--- config.mk ---
export PLATFORM = sky130hd
export DESIGN_NAME = sdram_arbit_flat
export DESIGN_NICKNAME = d
export VERILOG_FILES = /design/src/rtl/sdram_arbit_if.sv /design/src/rtl/sdram_arbit.sv /design/src/flat_wrapper.sv
export SDC_FILE = /design/constraint.sdc
export NUM_CORES = 1
export LEC_CHECK = 0
export CAP_MARGIN = 25
export CORE_MARGIN = 2
export CORE_UTILIZATION = 28
export CTS_CLUSTER_SIZE = 40
export DETAILED_ROUTE_END_ITERATION = 10
export PLACE_DENSITY = 0.8
export SYNTH_ARGS = -nofsm -noshare
export SYNTH_HDL_FRONTEND = slang
export SYNTH_SLANG_ARGS = --single-unit
--- constraint.sdc ---
create_clock -name sclk -period 1.9 [get_ports sclk]
set_input_delay 0.38 -clock sclk [delete_from_list [all_inputs] [get_ports sclk]]
set_output_delay 0.38 -clock sclk [all_outputs]
set_load 0.02 [all_outputs]
--- src/rtl/sdram_arbit_if.sv ---
// Bundle between the SDRAM command arbiter and its sub-blocks / SDRAM pins.
// slave: arbiter side (takes requests, drives grants and pins); master: the rest.
interface sdram_arbit_if #(
   parameter int ADDR_W = 12,
   parameter int BANK_W = 2
);
   logic              flag_init_end;
   logic [3:0]        init_cmd;
   logic [ADDR_W-1:0] init_addr;

   logic              ref_req;
   logic              flag_ref_end;
   logic [3:0]        aref_cmd;
   logic [ADDR_W-1:0] aref_addr;
   logic              ref_en;

   logic              wr_req;
   logic              flag_wr_end;
   logic [3:0]        wr_cmd;
   logic [ADDR_W-1:0] wr_addr;
   logic [BANK_W-1:0] wr_bank;
   logic              wr_en;

   logic              rd_req;
   logic              flag_rd_end;
   logic [3:0]        rd_cmd;
   logic [ADDR_W-1:0] rd_addr;
   logic [BANK_W-1:0] rd_bank;
   logic              rd_en;

   logic              sdram_cke;
   logic              sdram_cs_n;
   logic              sdram_ras_n;
   logic              sdram_cas_n;
   logic              sdram_we_n;
   logic [ADDR_W-1:0] sdram_addr;
   logic [BANK_W-1:0] sdram_bank;

   modport slave (
      input  flag_init_end, init_cmd, init_addr,
      input  ref_req, flag_ref_end, aref_cmd, aref_addr,
      input  wr_req, flag_wr_end, wr_cmd, wr_addr, wr_bank,
      input  rd_req, flag_rd_end, rd_cmd, rd_addr, rd_bank,
      output ref_en, wr_en, rd_en,
      output sdram_cke, sdram_cs_n, sdram_ras_n, sdram_cas_n, sdram_we_n,
      output sdram_addr, sdram_bank
   );

   modport master (
      output flag_init_end, init_cmd, init_addr,
      output ref_req, flag_ref_end, aref_cmd, aref_addr,
      output wr_req, flag_wr_end, wr_cmd, wr_addr, wr_bank,
      output rd_req, flag_rd_end, rd_cmd, rd_addr, rd_bank,
      input  ref_en, wr_en, rd_en,
      input  sdram_cke, sdram_cs_n, sdram_ras_n, sdram_cas_n, sdram_we_n,
      input  sdram_addr, sdram_bank
   );
endinterface

--- src/rtl/sdram_arbit.sv ---
// SDRAM command arbiter: holds the bus for init, then grants refresh > write > read
// one at a time and muxes the owner's cmd/addr/bank onto the SDRAM pins.
// Ports: sclk, s_rst_n (async active-low), bus (sdram_arbit_if.slave).
// Optional macro ARBIT_RR_EN: write/read alternate round-robin instead of write > read.
module sdram_arbit #(
   parameter logic [3:0] CMD_NOP = 4'b0111,
   parameter int         ADDR_W  = 12,
   parameter int         BANK_W  = 2
) (
   input  logic         sclk,
   input  logic         s_rst_n,
   sdram_arbit_if.slave bus
);

   typedef enum logic [2:0] {
      IDLE,
      ARBIT,
      AREF,
      WRITE,
      READ
   } state_t;

   state_t            state;
   state_t            state_nxt;
   logic              sel_wr;
   logic              ref_en;
   logic              wr_en;
   logic              rd_en;
   logic              cke;
   logic [3:0]        cmd;
   logic [ADDR_W-1:0] addr;
   logic [BANK_W-1:0] bank;

`ifdef ARBIT_RR_EN
   // 1 = read was served last, so write wins the next tie
   logic last_rd;

   always_ff @(posedge sclk or negedge s_rst_n) begin
      if (!s_rst_n) begin
         last_rd <= 1'b1;
      end else if (state == ARBIT) begin
         if (state_nxt == WRITE) begin
            last_rd <= 1'b0;
         end else if (state_nxt == READ) begin
            last_rd <= 1'b1;
         end
      end
   end

   assign sel_wr = bus.wr_req && (!bus.rd_req || last_rd);
`else
   assign sel_wr = bus.wr_req;
`endif

   always_comb begin
      state_nxt = state;
      unique case (state)
         IDLE: begin
            if (bus.flag_init_end) state_nxt = ARBIT;
         end
         ARBIT: begin
            if (bus.ref_req) begin
               state_nxt = AREF;
            end else if (sel_wr) begin
               state_nxt = WRITE;
            end else if (bus.rd_req) begin
               state_nxt = READ;
            end
         end
         AREF: begin
            if (bus.flag_ref_end) state_nxt = ARBIT;
         end
         WRITE: begin
            if (bus.flag_wr_end) state_nxt = ARBIT;
         end
         READ: begin
            if (bus.flag_rd_end) state_nxt = ARBIT;
         end
         default: state_nxt = IDLE;
      endcase
   end

   // Grants fire on the transition out of ARBIT, so each is a one-cycle
   // pulse aligned with the first cycle of its owning state.
   always_ff @(posedge sclk or negedge s_rst_n) begin
      if (!s_rst_n) begin
         state  <= IDLE;
         ref_en <= 1'b0;
         wr_en  <= 1'b0;
         rd_en  <= 1'b0;
         cke    <= 1'b0;
      end else begin
         state  <= state_nxt;
         cke    <= 1'b1;
         ref_en <= (state == ARBIT) && (state_nxt == AREF);
         wr_en  <= (state == ARBIT) && (state_nxt == WRITE);
         rd_en  <= (state == ARBIT) && (state_nxt == READ);
      end
   end

   always_comb begin
      cmd  = CMD_NOP;
      addr = '0;
      bank = '0;
      unique case (state)
         IDLE: begin
            cmd  = bus.init_cmd;
            addr = bus.init_addr;
         end
         AREF: begin
            cmd  = bus.aref_cmd;
            addr = bus.aref_addr;
         end
         WRITE: begin
            cmd  = bus.wr_cmd;
            addr = bus.wr_addr;
            bank = bus.wr_bank;
         end
         READ: begin
            cmd  = bus.rd_cmd;
            addr = bus.rd_addr;
            bank = bus.rd_bank;
         end
         default: begin
            cmd  = CMD_NOP;
         end
      endcase
   end

   assign bus.ref_en     = ref_en;
   assign bus.wr_en      = wr_en;
   assign bus.rd_en      = rd_en;
   assign bus.sdram_cke  = cke;
   assign {bus.sdram_cs_n, bus.sdram_ras_n,
           bus.sdram_cas_n, bus.sdram_we_n} = cmd;
   assign bus.sdram_addr = addr;
   assign bus.sdram_bank = bank;

endmodule

--- src/flat_wrapper.sv ---
// flat-port wrapper written by rule: the top's interface ports become plain ports
module sdram_arbit_flat 
#(
   parameter logic [3:0] CMD_NOP = 4'b0111,
   parameter int         ADDR_W  = 12,
   parameter int         BANK_W  = 2
)
  (sclk, s_rst_n, bus_flag_init_end, bus_init_cmd, bus_init_addr, bus_ref_req, bus_flag_ref_end, bus_aref_cmd, bus_aref_addr, bus_wr_req, bus_flag_wr_end, bus_wr_cmd, bus_wr_addr, bus_wr_bank, bus_rd_req, bus_flag_rd_end, bus_rd_cmd, bus_rd_addr, bus_rd_bank, bus_ref_en, bus_wr_en, bus_rd_en, bus_sdram_cke, bus_sdram_cs_n, bus_sdram_ras_n, bus_sdram_cas_n, bus_sdram_we_n, bus_sdram_addr, bus_sdram_bank);
  sdram_arbit_if #(.ADDR_W(ADDR_W), .BANK_W(BANK_W)) bus_i ();
  input  logic sclk;
  input  logic s_rst_n;
  input wire logic [$bits(bus_i.flag_init_end)-1:0] bus_flag_init_end;
  input wire logic [$bits(bus_i.init_cmd)-1:0] bus_init_cmd;
  input wire logic [$bits(bus_i.init_addr)-1:0] bus_init_addr;
  input wire logic [$bits(bus_i.ref_req)-1:0] bus_ref_req;
  input wire logic [$bits(bus_i.flag_ref_end)-1:0] bus_flag_ref_end;
  input wire logic [$bits(bus_i.aref_cmd)-1:0] bus_aref_cmd;
  input wire logic [$bits(bus_i.aref_addr)-1:0] bus_aref_addr;
  input wire logic [$bits(bus_i.wr_req)-1:0] bus_wr_req;
  input wire logic [$bits(bus_i.flag_wr_end)-1:0] bus_flag_wr_end;
  input wire logic [$bits(bus_i.wr_cmd)-1:0] bus_wr_cmd;
  input wire logic [$bits(bus_i.wr_addr)-1:0] bus_wr_addr;
  input wire logic [$bits(bus_i.wr_bank)-1:0] bus_wr_bank;
  input wire logic [$bits(bus_i.rd_req)-1:0] bus_rd_req;
  input wire logic [$bits(bus_i.flag_rd_end)-1:0] bus_flag_rd_end;
  input wire logic [$bits(bus_i.rd_cmd)-1:0] bus_rd_cmd;
  input wire logic [$bits(bus_i.rd_addr)-1:0] bus_rd_addr;
  input wire logic [$bits(bus_i.rd_bank)-1:0] bus_rd_bank;
  output wire logic [$bits(bus_i.ref_en)-1:0] bus_ref_en;
  output wire logic [$bits(bus_i.wr_en)-1:0] bus_wr_en;
  output wire logic [$bits(bus_i.rd_en)-1:0] bus_rd_en;
  output wire logic [$bits(bus_i.sdram_cke)-1:0] bus_sdram_cke;
  output wire logic [$bits(bus_i.sdram_cs_n)-1:0] bus_sdram_cs_n;
  output wire logic [$bits(bus_i.sdram_ras_n)-1:0] bus_sdram_ras_n;
  output wire logic [$bits(bus_i.sdram_cas_n)-1:0] bus_sdram_cas_n;
  output wire logic [$bits(bus_i.sdram_we_n)-1:0] bus_sdram_we_n;
  output wire logic [$bits(bus_i.sdram_addr)-1:0] bus_sdram_addr;
  output wire logic [$bits(bus_i.sdram_bank)-1:0] bus_sdram_bank;
  assign bus_i.flag_init_end = bus_flag_init_end;
  assign bus_i.init_cmd = bus_init_cmd;
  assign bus_i.init_addr = bus_init_addr;
  assign bus_i.ref_req = bus_ref_req;
  assign bus_i.flag_ref_end = bus_flag_ref_end;
  assign bus_i.aref_cmd = bus_aref_cmd;
  assign bus_i.aref_addr = bus_aref_addr;
  assign bus_i.wr_req = bus_wr_req;
  assign bus_i.flag_wr_end = bus_flag_wr_end;
  assign bus_i.wr_cmd = bus_wr_cmd;
  assign bus_i.wr_addr = bus_wr_addr;
  assign bus_i.wr_bank = bus_wr_bank;
  assign bus_i.rd_req = bus_rd_req;
  assign bus_i.flag_rd_end = bus_flag_rd_end;
  assign bus_i.rd_cmd = bus_rd_cmd;
  assign bus_i.rd_addr = bus_rd_addr;
  assign bus_i.rd_bank = bus_rd_bank;
  assign bus_ref_en = bus_i.ref_en;
  assign bus_wr_en = bus_i.wr_en;
  assign bus_rd_en = bus_i.rd_en;
  assign bus_sdram_cke = bus_i.sdram_cke;
  assign bus_sdram_cs_n = bus_i.sdram_cs_n;
  assign bus_sdram_ras_n = bus_i.sdram_ras_n;
  assign bus_sdram_cas_n = bus_i.sdram_cas_n;
  assign bus_sdram_we_n = bus_i.sdram_we_n;
  assign bus_sdram_addr = bus_i.sdram_addr;
  assign bus_sdram_bank = bus_i.sdram_bank;
  sdram_arbit #(.CMD_NOP(CMD_NOP), .ADDR_W(ADDR_W), .BANK_W(BANK_W)) u_core (.sclk(sclk), .s_rst_n(s_rst_n), .bus(bus_i));
endmodule
# After elaboration in Yosys (flattened, before gate mapping)
# Cells that the tools add are included.
# classes
shift,0
n_eq_ne,7
multipliers,0
magnitude_cmp,0
reduce_logical,4
n_div,0
n_bitwise,0
n_mux,11
add_sub_neg,0
# ops
op,n
12-bit case mux with 4 select lines,1
3-bit 2-to-1 mux,7
4-bit case mux with 4 select lines,1
3-bit case mux with 5 select lines,1
"3-bit by 2-bit equality test with 1-bit output, second input constant",4
"3-bit equality test, second input constant",2
2-bit case mux with 2 select lines,1
"3-bit by 1-bit equality test with 1-bit output, second input constant",1
1-bit logical AND,3
3-bit logical NOT,1
# word_totals
rom_bits,0
register_bits,7
output_inout_bits,22
input_bits,77
word_cells,27
mem_bits_rw,0
latch_bits,0
mem_count,0

# Longest topological paths before layout
# logic_depth
word_depth,6
depth_mapped,6

# Worst setup path before layout
# Ideal clock, no wire load.
# synth_timing
kind,register to output
start,register u_core.state[2]
end,output bus_sdram_addr[8]
setup_slack_ns,0.248
stages_incl_launch_ff,7
t_arrival_ns,1.272
required_time_ns,1.520
path_cell_list,dfrtp_1 buf_6 or2_1 buf_6 buf_6 o32ai_1 a21o_1
# synth_between
elab_chain_cells,2
# synth_rtl
element,line_no,source
"start, declared",sdram_arbit.sv:23,state_t state;
"start signal, assigned",sdram_arbit.sv:93,state <= state_nxt;
3-bit equality test (tied with other cells),sdram_arbit.sv:105,unique case (state)
12-bit case mux with 4 select lines *,sdram_arbit.sv:105,
"end, declared",flat_wrapper.sv:37,output wire logic [$bits(bus_i.sdram_addr)-1:0] bus_sdram_addr;
# Every way passes the cells marked *; elsewhere a longest branch is shown, timed or not.

# Worst setup path in the final report
# layout_timing
start,register u_core.state[1]
end,output bus_sdram_addr[7]
# The elaborated chain is that of the path after synthesis.

==> run_results.csv <==
group,metric,value,unit
detailed_routing,routedWlPerCell,14.4,µm
final_layout,fin_nets,299,
sta,slew_viol_final,0,
critical_path,end_kind,"primary output",
synthesis,postSynthCellCount,110,
clock_tree,htreeDepth,1,
final_layout,drive_gt1_frac,0.276,
floorplan,coreArea,3080,µm²
sta,hold_violations,0,
critical_path,critPathKind,"flip-flop to primary output",
sta,period_share,1.02,
power_and_ir_drop,sw_frac_of_total,0.438,
placed_design,hpwl,3070,µm
synthesis,synth-seq-area-share,0.191,
synthesis,ys_types,30,
sta,setup_violations,10,
global_routing,grt.overflow.total,0,
detailed_routing,drc,0,
power_and_ir_drop,total_power,0.00256,W
floorplan,fp.dieH,61.2,µm
flow_run,drv_cap,0,
clock_tree,cts_tree,"yes",
placed_design,gp_congestion,0.834,
global_routing,grt_max_degree,14,
power_and_ir_drop,comb_power_share,0.858,
clock_tree,cts.sinks,7,
power_and_ir_drop,p_int,0.00144,W
critical_path,required,1.52,ns
synthesis,synthArstFlopShare,1.00,
final_layout,fin_util,0.706,
sta,setup_tns,-0.175,ns
synthesis,synthTopCellsByArea,"dfrtp_1 19%, mux2i_1 15%, o32ai_1 13%, a21o_1 11%, inv_1 5.7%",
global_routing,gr-usage-all-layers,0.198,
sta,period_minus_slack,1.94,ns
min_path,hp-class,"input port to asynchronous set/reset pin",
floorplan,io_pins,99,
floorplan,num_rows,20,
detailed_routing,vias,1318,
clock_tree,insertion_delay,0.26,ns
clock_tree,cts_buffer_depth,2,
synthesis,netlist_area,916,µm²
status,status,"finished with violations",
power_and_ir_drop,power_density,1180,nW/µm²
detailed_routing,first_pass_iters,4,
status,violations,"negative setup slack",
synthesis,synth_area_leader_cell,"dfrtp_1",
global_routing,antenna_found_initial,0,
critical_path,path_max_fanout,8,
detailed_routing,totalWireLength,3830,µm
final_layout,antenna_cells,0,
placed_design,io_buffers,98,
detailed_routing,avgViaCountPerCell,4.97,
detailed_routing,detail-route-antenna-nets,0,
synthesis,synthTopCellsByCount,"14 x inv_1, 14 x mux2i_1, 14 x o32ai_1",
critical_path,cp-start-kind,"flip-flop",
final_layout,synthToLayoutAreaGrowth,137,%
synthesis,syn-num-nets,187,
power_and_ir_drop,p_leak,0.993,nW
floorplan,fp.dieW,61.2,µm
power_and_ir_drop,p_sw,0.00112,W
power_and_ir_drop,ir_worst_vdd,0.000734,V
floorplan,dieArea,3740,µm²
synthesis,synth-main-ff-cell,"dfrtp_1",
floorplan,start_util,0.298,
global_routing,grt_pass1_vias,1371,
sta,fin_ws,-0.0390,ns
synthesis,synth_area_per_cell,8.33,µm²
power_and_ir_drop,clockPowerShare,0.055,
sta,max_freq,0.516,GHz
synthesis,synth_top_area_frac,0.191,
placed_design,place_ws,-0.370,ns
critical_path,arrival,1.56,ns
synthesis,synth_edf_count,0,
clock_tree,cts_root_buf,"clkbuf_4",
sta,rsz0062_at_grt,"yes",
clock_tree,clk_pin_slew,0.05,ns
global_routing,grt_pass1_wl,5550,µm
clock_tree,cts_made_buffers,3,
sta,fin_skew,0.000462,ns
detailed_routing,drt-initial-drc-count,19,
synthesis,yosysWarningCount,0,
synthesis,synth_seq_cells,7,
clock_tree,postCtsHoldBufs,0,
power_and_ir_drop,pwr-share-seq,0.087,
==> worst max-delay path: stages, from the launching register on <==
cell and delay (ns):
dfrtp_1 0.42, buf_12 0.15, buf_12 0.12, mux2i_4 0.22
o32ai_2 0.09, a21o_1 0.17, buf_6 0.13
==> power groups by stage <==
stage | sequential, W | combinational [W] | clock, W
CTS | 0.000220 | 0.00207 | 0.000143
global route | 0.000227 | 0.00234 | 0.000145
finish | 0.000222 | 0.00220 | 0.000142
detailed placement | 0.000221 | 0.00199 | 0
floorplan | 0.000219 | 0.00110 | 0
global placement | 0.000221 | 0.00196 | 0
==> timing repair <==
action,in CTS,in global routing
setup endpoints to repair,18,16
endpoints found under the hold margin,0,0
pin swaps,6,2
resized for setup,100,15
buffers inserted,2,1
cloned,0,0
==> worst paths after layout <==
check	start	to	slack (ns)	cells after the start
min in group sclk	u_core.state[0]	u_core.state[1]	0.66	2
worst max-delay path	u_core.state[1]	bus_sdram_addr[7]	-0.04	6
worst min register to register	u_core.state[0]	u_core.state[1]	0.66	2
worst max register to register	u_core.state[1]	u_core.state[1]	0.45	5
worst min-delay path	s_rst_n	u_core.bus.wr_en	0.37	1
max in group asynchronous	s_rst_n	u_core.state[2]	1.29	1
==> registers in the layout, summed over array words and instances (netlist names) <==
register	flops
u_core.bus.wr_en	1
u_core.bus.ref_en	1
u_core.bus.rd_en	1
u_core.state	3
u_core.bus.sdram_cke	1
==> layer usage <==
| layer | global-route usage | vias to the layer above | routed length (µm) |
|---|---|---|---|
| met3 | 0.0420 | 9 | 398 |
| met4 | 0.0963 | 0 | 104 |
| met5 | 0 | - | 0 |
| met2 | 0.378 | 80 | 1940 |
| li1 | - | 630 | - |
| met1 | 0.202 | 599 | 1390 |
==> per-stage QoR <==
stage	hold slack, ns	instance area (µm²)	cells
floorplan	0.0844	916	110
global placement	0.621	2020	258
detailed placement	0.638	2020	258
CTS	0.378	2090	264
global route	0.394	2170	265
finish	0.374	2170	265
==> cells by family after synthesis <==
group | count (synthesis) | share of synthesized area
muxes | 17 | 0.190
buffers and inverters | 26 | 0.154
other | 1 | 0.00409
DFF | 7 | 0.191
AOI/OAI and AO/OA | 37 | 0.316
and+or+nand+nor | 22 | 0.145
==> placed cells by master (no fill, tap or decap), types with 2 or more instances in the layout <==
cell type and instances:
a21o_1 13, a21oi_1 3, a22o_1 2, buf_12 3, buf_2 4, buf_4 18
buf_6 14, clkbuf_4 3, clkdlybuf4s50_1 80, dfrtp_1 7, inv_1 14, mux2_2 3
mux2i_1 11, mux2i_2 2, nand2_1 3, nand2b_4 2, nor2_1 3, nor2_2 2
nor3_1 3, nor4b_1 2, o32ai_1 7, o32ai_2 7
==> cell type report <==
type                       instances  area [µm²]
inverter                          14        52.6
fill                             243         905
clock buffer                       4        26.3
timing repair buffer             119        1170
sequential                         7         175
multi-input combinational         77         691
tap                               44        55.1
(Power assumes the default switching activity.)
